--- config.mk ---
export PLATFORM = sky130hd
export DESIGN_NAME = turn_signal_nsl
export DESIGN_NICKNAME = d
export VERILOG_FILES = /design/src/rtl/turn_signal_nsl.sv
export SDC_FILE = /design/constraint.sdc
export NUM_CORES = 1
export LEC_CHECK = 0
export CAP_MARGIN = 20
export CELL_PAD_IN_SITES_DETAIL_PLACEMENT = 0
export CELL_PAD_IN_SITES_GLOBAL_PLACEMENT = 1
export CORE_UTILIZATION = 30
export CTS_BUF_LIST = sky130_fd_sc_hd__clkbuf_8 sky130_fd_sc_hd__clkbuf_16
export CTS_CLUSTER_DIAMETER = 60
export DETAILED_ROUTE_END_ITERATION = 8
export PLACE_DENSITY_LB_ADDON = 0.05
export SLEW_MARGIN = 25
export SYNTH_ARGS = -nofsm -noshare
export SYNTH_HDL_FRONTEND = slang
export SYNTH_SLANG_ARGS = --single-unit
export TNS_END_PERCENT = 20
--- constraint.sdc ---
create_clock -name clk -period 2.1 [get_ports clk]
set_clock_uncertainty 0.1 [all_clocks]
set_input_delay 0.42 -clock clk [delete_from_list [all_inputs] [get_ports clk]]
set_output_delay 0.42 -clock clk [all_outputs]
set_load 0.02 [all_outputs]
--- src/rtl/turn_signal_nsl.sv ---
// rtl/turn_signal_nsl.sv - next-state stage of the tail-light turn-signal FSM
//
// Synchronises the raw switch and side inputs, divides clk into a blink
// tick and computes the next lamp state from the fed-back current state.
//
// Ports:
//   clk          system clock, rising edge
//   reset        asynchronous active-high reset
//   CurrentState registered state from the current-state register stage
//   SW           raw switches: SW[0] turn enable, SW[1] hazard
//   turn_side    raw side select: 0 left, 1 right
//   NextState    next state for the current-state register stage
//   tick         registered one-cycle blink-step pulse

module turn_signal_nsl #(
   parameter int TICK_DIV = 12500000,
   parameter int CNT_W    = 24
) (
   input  logic       clk,
   input  logic       reset,
   input  logic [2:0] CurrentState,
   input  logic [1:0] SW,
   input  logic       turn_side,
   output logic [2:0] NextState,
   output logic       tick
);

   localparam logic [2:0] ST_OFF = 3'b000;
   localparam logic [2:0] ST_L1  = 3'b001;
   localparam logic [2:0] ST_L2  = 3'b010;
   localparam logic [2:0] ST_L3  = 3'b011;
   localparam logic [2:0] ST_R1  = 3'b100;
   localparam logic [2:0] ST_R2  = 3'b101;
   localparam logic [2:0] ST_R3  = 3'b110;
   localparam logic [2:0] ST_HAZ = 3'b111;

   localparam logic [CNT_W-1:0] CNT_LAST = CNT_W'(TICK_DIV - 1);

   typedef enum logic [1:0] {
      MODE_IDLE,
      MODE_LEFT,
      MODE_RIGHT,
      MODE_HAZ
   } mode_t;

   logic [1:0]       sw_meta;
   logic [1:0]       sw_sync;
   logic             side_meta;
   logic             side_sync;
   logic             s_en;
   logic             s_haz;
   logic             s_side;
   logic [CNT_W-1:0] count;
   mode_t            mode;

   // Two-flop synchronisers; no debouncing beyond this.
   always_ff @(posedge clk or posedge reset) begin
      if (reset) begin
         sw_meta   <= 2'b00;
         sw_sync   <= 2'b00;
         side_meta <= 1'b0;
         side_sync <= 1'b0;
      end else begin
         sw_meta   <= SW;
         sw_sync   <= sw_meta;
         side_meta <= turn_side;
         side_sync <= side_meta;
      end
   end

   assign s_en   = sw_sync[0];
   assign s_haz  = sw_sync[1];
   assign s_side = side_sync;

   // Free-running prescaler; tick is high in the cycle after the wrap.
   always_ff @(posedge clk or posedge reset) begin
      if (reset) begin
         count <= '0;
         tick  <= 1'b0;
      end else if (count == CNT_LAST) begin
         count <= '0;
         tick  <= 1'b1;
      end else begin
         count <= count + CNT_W'(1);
         tick  <= 1'b0;
      end
   end

   // Hazard outranks turn.
   always_comb begin
      mode = MODE_IDLE;
      if (s_haz) begin
         mode = MODE_HAZ;
      end else if (s_en) begin
         mode = s_side ? MODE_RIGHT : MODE_LEFT;
      end
   end

   // Any state foreign to the current mode falls to OFF first, so a mode
   // change always shows one dark tick period before the new pattern.
   always_comb begin
      NextState = CurrentState;
      if (reset) begin
         NextState = ST_OFF;
      end else if (tick) begin
         NextState = ST_OFF;
         case (mode)
            MODE_HAZ: begin
               if (CurrentState == ST_OFF) NextState = ST_HAZ;
            end
            MODE_LEFT: begin
               case (CurrentState)
                  ST_OFF:  NextState = ST_L1;
                  ST_L1:   NextState = ST_L2;
                  ST_L2:   NextState = ST_L3;
                  default: NextState = ST_OFF;
               endcase
            end
            MODE_RIGHT: begin
               case (CurrentState)
                  ST_OFF:  NextState = ST_R1;
                  ST_R1:   NextState = ST_R2;
                  ST_R2:   NextState = ST_R3;
                  default: NextState = ST_OFF;
               endcase
            end
            default: NextState = ST_OFF;
         endcase
      end
   end

endmodule

==> results of run 1 <==
## cells in the mapped netlist, drive strengths merged (5+ instances only)
cell    n
a21oi  12
dfrtp  31
inv     8
nand2  10
nand3  12
nand4   5
nor2   10
o21ai   6
o31ai   5
or3     5
or4     6
xnor2   6
xor2    7
## final timing paths
check	end	slack (ns)
min in group asynchronous	tick$_DFF_PP0_	0.62
min	sw_sync[1]$_DFF_PP0_	0.25
max reg2reg	count[23]$_DFF_PP0_	0.10
min reg2reg	sw_sync[1]$_DFF_PP0_	0.25
max in group asynchronous	count[9]$_DFF_PP0_	0.98
max	NextState[1]	-0.22
## flip-flops by register name (all words and copies together), names as in the netlist
| name | flops |
|---|---|
| side_meta | 1 |
| count | 24 |
| sw_meta | 2 |
| sw_sync | 2 |
| tick | 1 |
| s_side | 1 |
## stage by stage
step                       util  worst slack (ns)  cell area (µm²)
after floorplan               -           -0.0245             1550
after global placement    0.383            -0.789             1850
after detailed placement  0.383            -0.844             1850
after CTS                 0.406            -0.243             1960
after global routing      0.405            -0.275             1950
final                     0.405            -0.222             1950
## area by class of cell
type,count,area [µm²]
well taps,67,83.8
clock inverters,1,3.75
flip-flops and latches,31,776
repair buffers,28,224
multi-input cells,110,737
clock buffers,7,96.3
inverters,8,30.0
fillers,521,2870
## what timing repair did
action / in CTS / in global routing
setup buffers: 0 / 0
pin swaps: 4 / 2
hold buffers: 0 / 0
resized for setup: 18 / 1
endpoints found under the setup margin: 3 / 4
endpoints found under the hold margin: 0 / 0
## kinds of logic (layout without fill, tap and decap cells)
group | after synthesis | count (layout) | synth area share
DFF | 31 | 31 | 0.509
and+or+nand+nor | 69 | 69 | 0.268
AOI/OAI and AO/OA | 27 | 27 | 0.108
buffers and inverters | 11 | 44 | 0.0328
adders and majority gates | 1 | 1 | 0.00821
xor gates and xnor gates | 13 | 13 | 0.0747
## power groups by stage
stage	combinational, mW	sequential (mW)	clock [mW]
global route	0.0735	0.606	0.558
detailed placement	0.0685	0.616	0
floorplan	0.0282	0.617	0
finish	0.0670	0.605	0.503
global placement	0.0672	0.616	0
CTS	0.0685	0.605	0.526
## layer usage
metal  routed length [µm]  track usage  up-vias  share of wire
met1                 1670        0.197      594           0.48
met2                 1580        0.239       23           0.46
li1                     -            -      622              -
met5                    0            0        -              0
met4                   80       0.0741        0          0.023
met3                  126       0.0412        9          0.036
==> impl_metrics.ini, run 1 <==
[worst_setup_path]
critPathKind = reg -> out
path_cells = or3b_4 -> o311a_4 -> o41ai_4 -> buf_4
cp.arrival_ns = 1.80
reg2reg_depth = 4
slowest_stage = or3b_4
cp.required_ns = 1.58
r2r-start = count[8]$_DFF_PP0_
critPathMaxStageDelay_ns = 0.42
cp.buffers_inverters = 1
critical-path-top-delay-family = compound AO/OA/AOI/OAI gates
path_max_fanout = 3
end_kind = primary output
startpoint_type = flop
path_depth = 4
crit_start = s_side$_DFF_PP0_

[floorplan]
dieArea_um2 = 5370
die_width_um = 73.3
io_pins = 12
die-height_um = 73.3
fp-row-count = 25
coreArea_um2 = 4820
start_util = 0.316

[timing]
worst_pin_slew_ns = 0.406
fin_setup_tns_ns = -0.228
rsz0062_at_grt = true
relSlewSlack = 0.730
fmax_mhz = 431
worst_slack_ns = -0.222
whs_ns = 0.249
setup_viol = 2
slew_viol_final = 0
period_needed_ns = 2.32
min_period_over_period = 1.11
hold_viol_final = 0

[power]
power_leakage_nw = 0.842
power-per-cell-area_nw_per_um2 = 603
power.total_mw = 1.18
switching_share = 0.211
ir_worst_vdd_mv = 0.270
seqPwrFrac = 0.515
pwr-share-comb = 0.057
clkPwrFrac = 0.428
internal_power_mw = 0.927
p_switching_mw = 0.248

[routing]
drcViolationCount = 0
antenna_left = 0
wirelength_mm = 3.46
drt-pass1-iter-count = 4
drt-wirelength-per-cell_um = 13.7
post_drt_via_cell_ratio = 4.95
vias = 1248
drtIter0Drc = 32

[placed_design]
gp_congestion = 0.811
portBuffers = 11
dp_hpwl_mm = 2.53
dp.cells = 244

[layout]
nets = 193
final_cell_mix = 31 x dfrtp_1, 19 x buf_4, 12 x a21oi_1, 11 x nand3_1
n_antenna_cell = 0
drive_gt1_frac = 0.189
area_growth_pct = 28.0
stdcell_count = 252
mostFrequentLayoutCell = dfrtp_1

[global_route]
grt_max_degree = 32
antenna_found_initial = 0
track_usage = 0.153
grt_pass1_vias = 1320
overflow = 0
grt_pass1_wl_mm = 6.13

[synth]
syn-num-nets = 161
synth_top_area_cell = dfrtp_1
ys_types = 35
ys.flop_type = dfrtp_1
yosys-top-cells-area = dfrtp_1 51%, xor2_1 4.0%, a21oi_1 3.9%
synth_seq_area_share = 0.509
synth-seq-cells = 31
synth_area_per_cell_um2 = 10.0
synth_edf_count = 0
syn_area_um2 = 1520
async_flop_share = 1.00
ys_warn_count = 0
syn_inst = 152
synth_top_area_frac = 0.509

[cts]
root_buffer = clkbuf_8
htree_levels = 2
clk_pin_slew_worst_paths_ns = 0.06
cts.sinks = 31
cts_buffer_depth = 2
worstSkewPairLatency_ns = 0.28
numCtsBuffers = 5
cts_tree = yes

[min_path]
hp-class = reg -> reg
hp-start = sw_meta[1]$_DFF_PP0_
holdPathStages = 0

[flow_run]
max-cap-violations = 0

[status]
violations = setup timing
run_status = finished with violations
Power figures use the tool's default switching activity.
==> inputs of run 2 (changes only) <==
CORE_ASPECT_RATIO = 1.1   (was default)
==> impl_metrics.ini, run 2 (synthesis gave the netlist of run 1 again) <==
[routing]
drt-wirelength-per-cell_um = 13.8
drcViolationCount = 0
post_drt_via_cell_ratio = 5.21
drtIter0Drc = 66
vias = 1288
antenna_left = 0
wirelength_mm = 3.42
drt-pass1-iter-count = 4

[global_route]
grt_max_degree = 32
grt_pass1_vias = 1258
grt_pass1_wl_mm = 5.94
antenna_found_initial = 0
track_usage = 0.141
overflow = 0

[layout]
n_antenna_cell = 0
final_cell_mix = 31 x dfrtp_1, 27 x buf_4, 12 x a21oi_1, 11 x nand3_1
drive_gt1_frac = 0.220
top_register = count
nets = 200
largest_reg_flops = 24
stdcell_count = 247
area_growth_pct = 29.9
mostFrequentLayoutCell = dfrtp_1
top_regs = count (24), sw_meta (2), sw_sync (2)

[worst_setup_path]
path_cells = or3b_4 -> o311a_4 -> o41ai_4 -> buf_4
crit_start = s_side$_DFF_PP0_
cp.required_ns = 1.58
path_max_fanout = 2
cp.buffers_inverters = 1
critPathKind = reg -> out
critPathMaxStageDelay_ns = 0.41
reg2reg_depth = 4
critical-path-top-delay-family = compound AO/OA/AOI/OAI gates
startpoint_type = flop
slowest_stage = or3b_4
cp-endpoint = NextState[1]
r2r-start = count[3]$_DFF_PP0_
end_kind = primary output
path_depth = 4
r2r_setup_slack_ns = 0.10
cp.arrival_ns = 1.89
reg2reg_to = count[23]$_DFF_PP0_

[status]
run_status = finished with violations
violations = setup timing

[floorplan]
die_width_um = 70.0
die-height_um = 76.8
coreArea_um2 = 4750
start_util = 0.321
dieArea_um2 = 5370
io_pins = 12
fp-row-count = 26

[placed_design]
gp_congestion = 0.846
dp_hpwl_mm = 2.60
portBuffers = 11
dp.cells = 239

[cts]
cts.sinks = 31
cts_buffer_depth = 2
cts_tree = yes
worstSkewPairLatency_ns = 0.27
numCtsBuffers = 5
htree_levels = 2
clk_pin_slew_worst_paths_ns = 0.06
root_buffer = clkbuf_8

[timing]
rsz0062_at_grt = true
relSlewSlack = 0.737
min_period_over_period = 1.15
slew_viol_final = 0
period_needed_ns = 2.41
worst_pin_slew_ns = 0.395
worst_slack_ns = -0.314
hold_viol_final = 0
fin_setup_tns_ns = -0.450
fmax_mhz = 414
setup_viol = 2

[flow_run]
max-cap-violations = 0

[power]
power-per-cell-area_nw_per_um2 = 573
ir_worst_vdd_mv = 0.329
power_leakage_nw = 0.863
power.total_mw = 1.13

[min_path]
hp-class = reg -> reg
run 2: cell types whose count changed in the layout (fill, tap and decap cells not counted):
cell	before	now
buf_4	19	27
buf_2	1	0
clkbuf_8	7	6
clkinv_2	0	1
inv_1	9	8
run 2: worst register-to-register path, stage by stage (launching register included):
cell	delay, ns
dfrtp_1	0.39
nand3_1	0.14
or4_4	0.65
or4_1	0.50
a21oi_1	0.15
run 2: stage by stage:
stage	setup slack [ns]	util	instance area, µm²	hold slack, ns
floorplan	-0.0245	-	1550	0.231
global placement	-0.772	0.395	1880	0.234
detailed placement	-0.783	0.395	1880	0.236
CTS	-0.327	0.417	1980	0.250
global route	-0.384	0.417	1980	0.256
finish	-0.314	0.417	1980	0.246
run 2: cell type report:
cell class | instances | area, µm²
Sequential cell | 31 | 776
Clock buffer | 6 | 82.6
Tap cell | 56 | 70.1
Inverter | 8 | 30.0
Fill cell | 471 | 2770
Clock inverter | 1 | 5.00
Multi-Input combinational cell | 110 | 737
Timing Repair Buffer | 35 | 279
run 2: worst min path at each step:
stage / start / to / slack [ns] / cells after the start
floorplan: side_meta$_DFF_PP0_ / s_side$_DFF_PP0_ / 0.23 / 0
global placement: sw_meta[0]$_DFF_PP0_ / sw_sync[0]$_DFF_PP0_ / 0.23 / 0
detailed placement: sw_meta[0]$_DFF_PP0_ / sw_sync[0]$_DFF_PP0_ / 0.24 / 0
CTS: sw_meta[0]$_DFF_PP0_ / sw_sync[0]$_DFF_PP0_ / 0.25 / 0
global route: sw_meta[0]$_DFF_PP0_ / sw_sync[0]$_DFF_PP0_ / 0.26 / 0
finish: sw_meta[0]$_DFF_PP0_ / sw_sync[0]$_DFF_PP0_ / 0.25 / 0
run 2: power breakdown:
part	internal, mW	switching (mW)	total, mW
logic	0.0364	0.0374	0.0738
registers	0.603	0.00207	0.605
clock network	0.256	0.198	0.454
run 2: routing by layer:
metal  up-vias  track usage  share of wire
li1        632            -              -
met1       632        0.180           0.47
met2        18        0.229           0.48
met3         6       0.0394          0.028
met4         0       0.0480          0.015
met5         -            0              0
run 2: what timing repair did:
item,in CTS,in global routing
hold endpoints to repair,0,0
pin swaps,1,0
hold buffers,0,0
buffers inserted,1,0
setup endpoints to repair,3,3
resized for setup,20,0
==> inputs of run 3 (changes only) <==
CELL_PAD_IN_SITES_DETAIL_PLACEMENT = default   (was 0)
CELL_PAD_IN_SITES_GLOBAL_PLACEMENT = default   (was 1)
SKIP_LAST_GASP = 1   (was default)
==> impl_metrics.ini, run 3 (synthesis gave the netlist of run 1 again) <==
[global_route]
track_usage = 0.140
grt_max_degree = 32
grt_pass1_wl_mm = 5.89
overflow = 0
grt_pass1_vias = 1291
antenna_found_initial = 0

[cts]
cts_tree = yes
numCtsBuffers = 5
clk_pin_slew_worst_paths_ns = 0.06
cts.sinks = 31
root_buffer = clkbuf_8
cts_setup_buffers = 0
worstSkewPairLatency_ns = 0.27
cts_buffer_depth = 2
htree_levels = 2
postCtsHoldBufs = 0

[worst_setup_path]
reg2reg_depth = 5
cp-endpoint = NextState[1]
critPathMaxStageDelay_ns = 0.40
reg2reg_to = count[15]$_DFF_PP0_
cp.buffers_inverters = 1
startpoint_type = flop
cp.arrival_ns = 1.89
cp.required_ns = 1.58
end_kind = primary output
critPathKind = reg -> out
r2r-start = count[7]$_DFF_PP0_
path_max_fanout = 2
r2r_setup_slack_ns = 0.08
crit_start = s_side$_DFF_PP0_
slowest_stage = or3b_4
path_cells = or3b_4 -> o311a_1 -> o41ai_4 -> buf_4
critical-path-top-delay-family = compound AO/OA/AOI/OAI gates
path_depth = 4

[timing]
slew_viol_final = 0
rsz0062_at_grt = true
period_needed_ns = 2.41
worst_slack_ns = -0.306
relSlewSlack = 0.736
whs_ns = 0.254
min_period_over_period = 1.15
hold_viol_final = 0
setup_viol = 3
fmax_mhz = 416
worst_pin_slew_ns = 0.391

[floorplan]
io_pins = 12
start_util = 0.321
die-height_um = 76.8
dieArea_um2 = 5370
coreArea_um2 = 4750
fp-row-count = 26
die_width_um = 70.0

[layout]
mostFrequentLayoutCell = dfrtp_1
area_growth_pct = 27.3
n_antenna_cell = 0
nets = 197
drive_gt1_frac = 0.191
utilization = 0.409
largest_reg_flops = 24
top_regs = count (24), sw_meta (2), sw_sync (2)
final_cell_mix = 31 x dfrtp_1, 22 x buf_4, 12 x a21oi_1, 11 x nand3_1
top_register = count

[routing]
drcViolationCount = 0
drtIter0Drc = 37
post_drt_via_cell_ratio = 5.14
drt-pass1-iter-count = 4
drt-wirelength-per-cell_um = 14.1
wirelength_mm = 3.45
antenna_left = 0
vias = 1253

[flow_run]
max-cap-violations = 0

[placed_design]
portBuffers = 11
dp_hpwl_mm = 2.60
gp_congestion = 0.868

[power]
internal_power_mw = 0.891
ir_worst_vdd_mv = 0.350
switching_share = 0.208
power-per-cell-area_nw_per_um2 = 580
clkPwrFrac = 0.403
pwr-share-comb = 0.059
p_switching_mw = 0.234
power_leakage_nw = 0.844
seqPwrFrac = 0.538

[status]
violations = setup timing
run_status = finished with violations

[min_path]
hp-class = reg -> reg
hp-start = sw_meta[1]$_DFF_PP0_
[run 3: cell types whose count changed in the layout (fill, tap and decap cells not counted)]
| cell | change |
|---|---|
| o311a_1 | +1 |
| buf_4 | -5 |
| clkbuf_2 | +1 |
| nor4_1 | +1 |
| o311a_4 | -1 |
| dlygate4sd2_1 | -1 |
| clkdlybuf4s15_1 | +1 |
| clkdlybuf4s50_1 | +1 |
| nor4_2 | -1 |
[run 3: worst register-to-register path, stage by stage (launching register included)]
cell,delay [ns]
dfrtp_1,0.40
nand3_2,0.14
or4_4,0.63
buf_4,0.18
or3_1,0.35
a21oi_1,0.16
[run 3: power by group through the flow]
stage	combinational (mW)	clock [mW]	sequential, mW
after floorplan	0.0282	0	0.617
after global placement	0.0697	0	0.616
after detailed placement	0.0708	0	0.616
after CTS	0.0681	0.475	0.605
after global routing	0.0729	0.502	0.606
final	0.0664	0.453	0.605
[run 3: worst min-delay path by stage]
stage                      endpoint  depth (start not counted)
6_report       sw_sync[1]$_DFF_PP0_                          0
5_1_grt        sw_sync[0]$_DFF_PP0_                          0
4_1_cts            s_side$_DFF_PP0_                          0
3_5_place_dp   sw_sync[1]$_DFF_PP0_                          0
3_3_place_gp       s_side$_DFF_PP0_                          0
2_1_floorplan      s_side$_DFF_PP0_                          0
[run 3: timing repair]
item,CTS,global route
setup endpoints to repair,3,4
gates resized for setup,10,2
pin swaps,1,0
endpoints found under the hold margin,0,0
[run 3: stage by stage]
step                power, mW  setup TNS (ns)  area [µm²]  setup slack, ns  cells
floorplan               0.645         -0.0245        1550          -0.0245    152
global placement        0.686           -1.80        1860           -0.809    237
detailed placement      0.687           -1.95        1860           -0.829    237
CTS                      1.15          -0.892        1940           -0.331    244
global route             1.18           -1.00        1940           -0.367    244
finish                   1.12          -0.693        1940           -0.306    244
[run 3: cell type report]
type	instances	area, µm²
Multi-Input combinational cell	110	719
Timing Repair Buffer	32	258
Inverter	8	30.0
Fill cell	477	2810
Tap cell	56	70.1
Clock inverter	1	5.00
Sequential cell	31	776
Clock buffer	6	82.6
[run 3: routing by layer]
layer,global-route usage,up-vias,share of wire
met5,0,-,0
met4,0.0600,0,0.016
met3,0.0381,6,0.035
met2,0.227,20,0.49
met1,0.173,603,0.46
li1,-,624,-
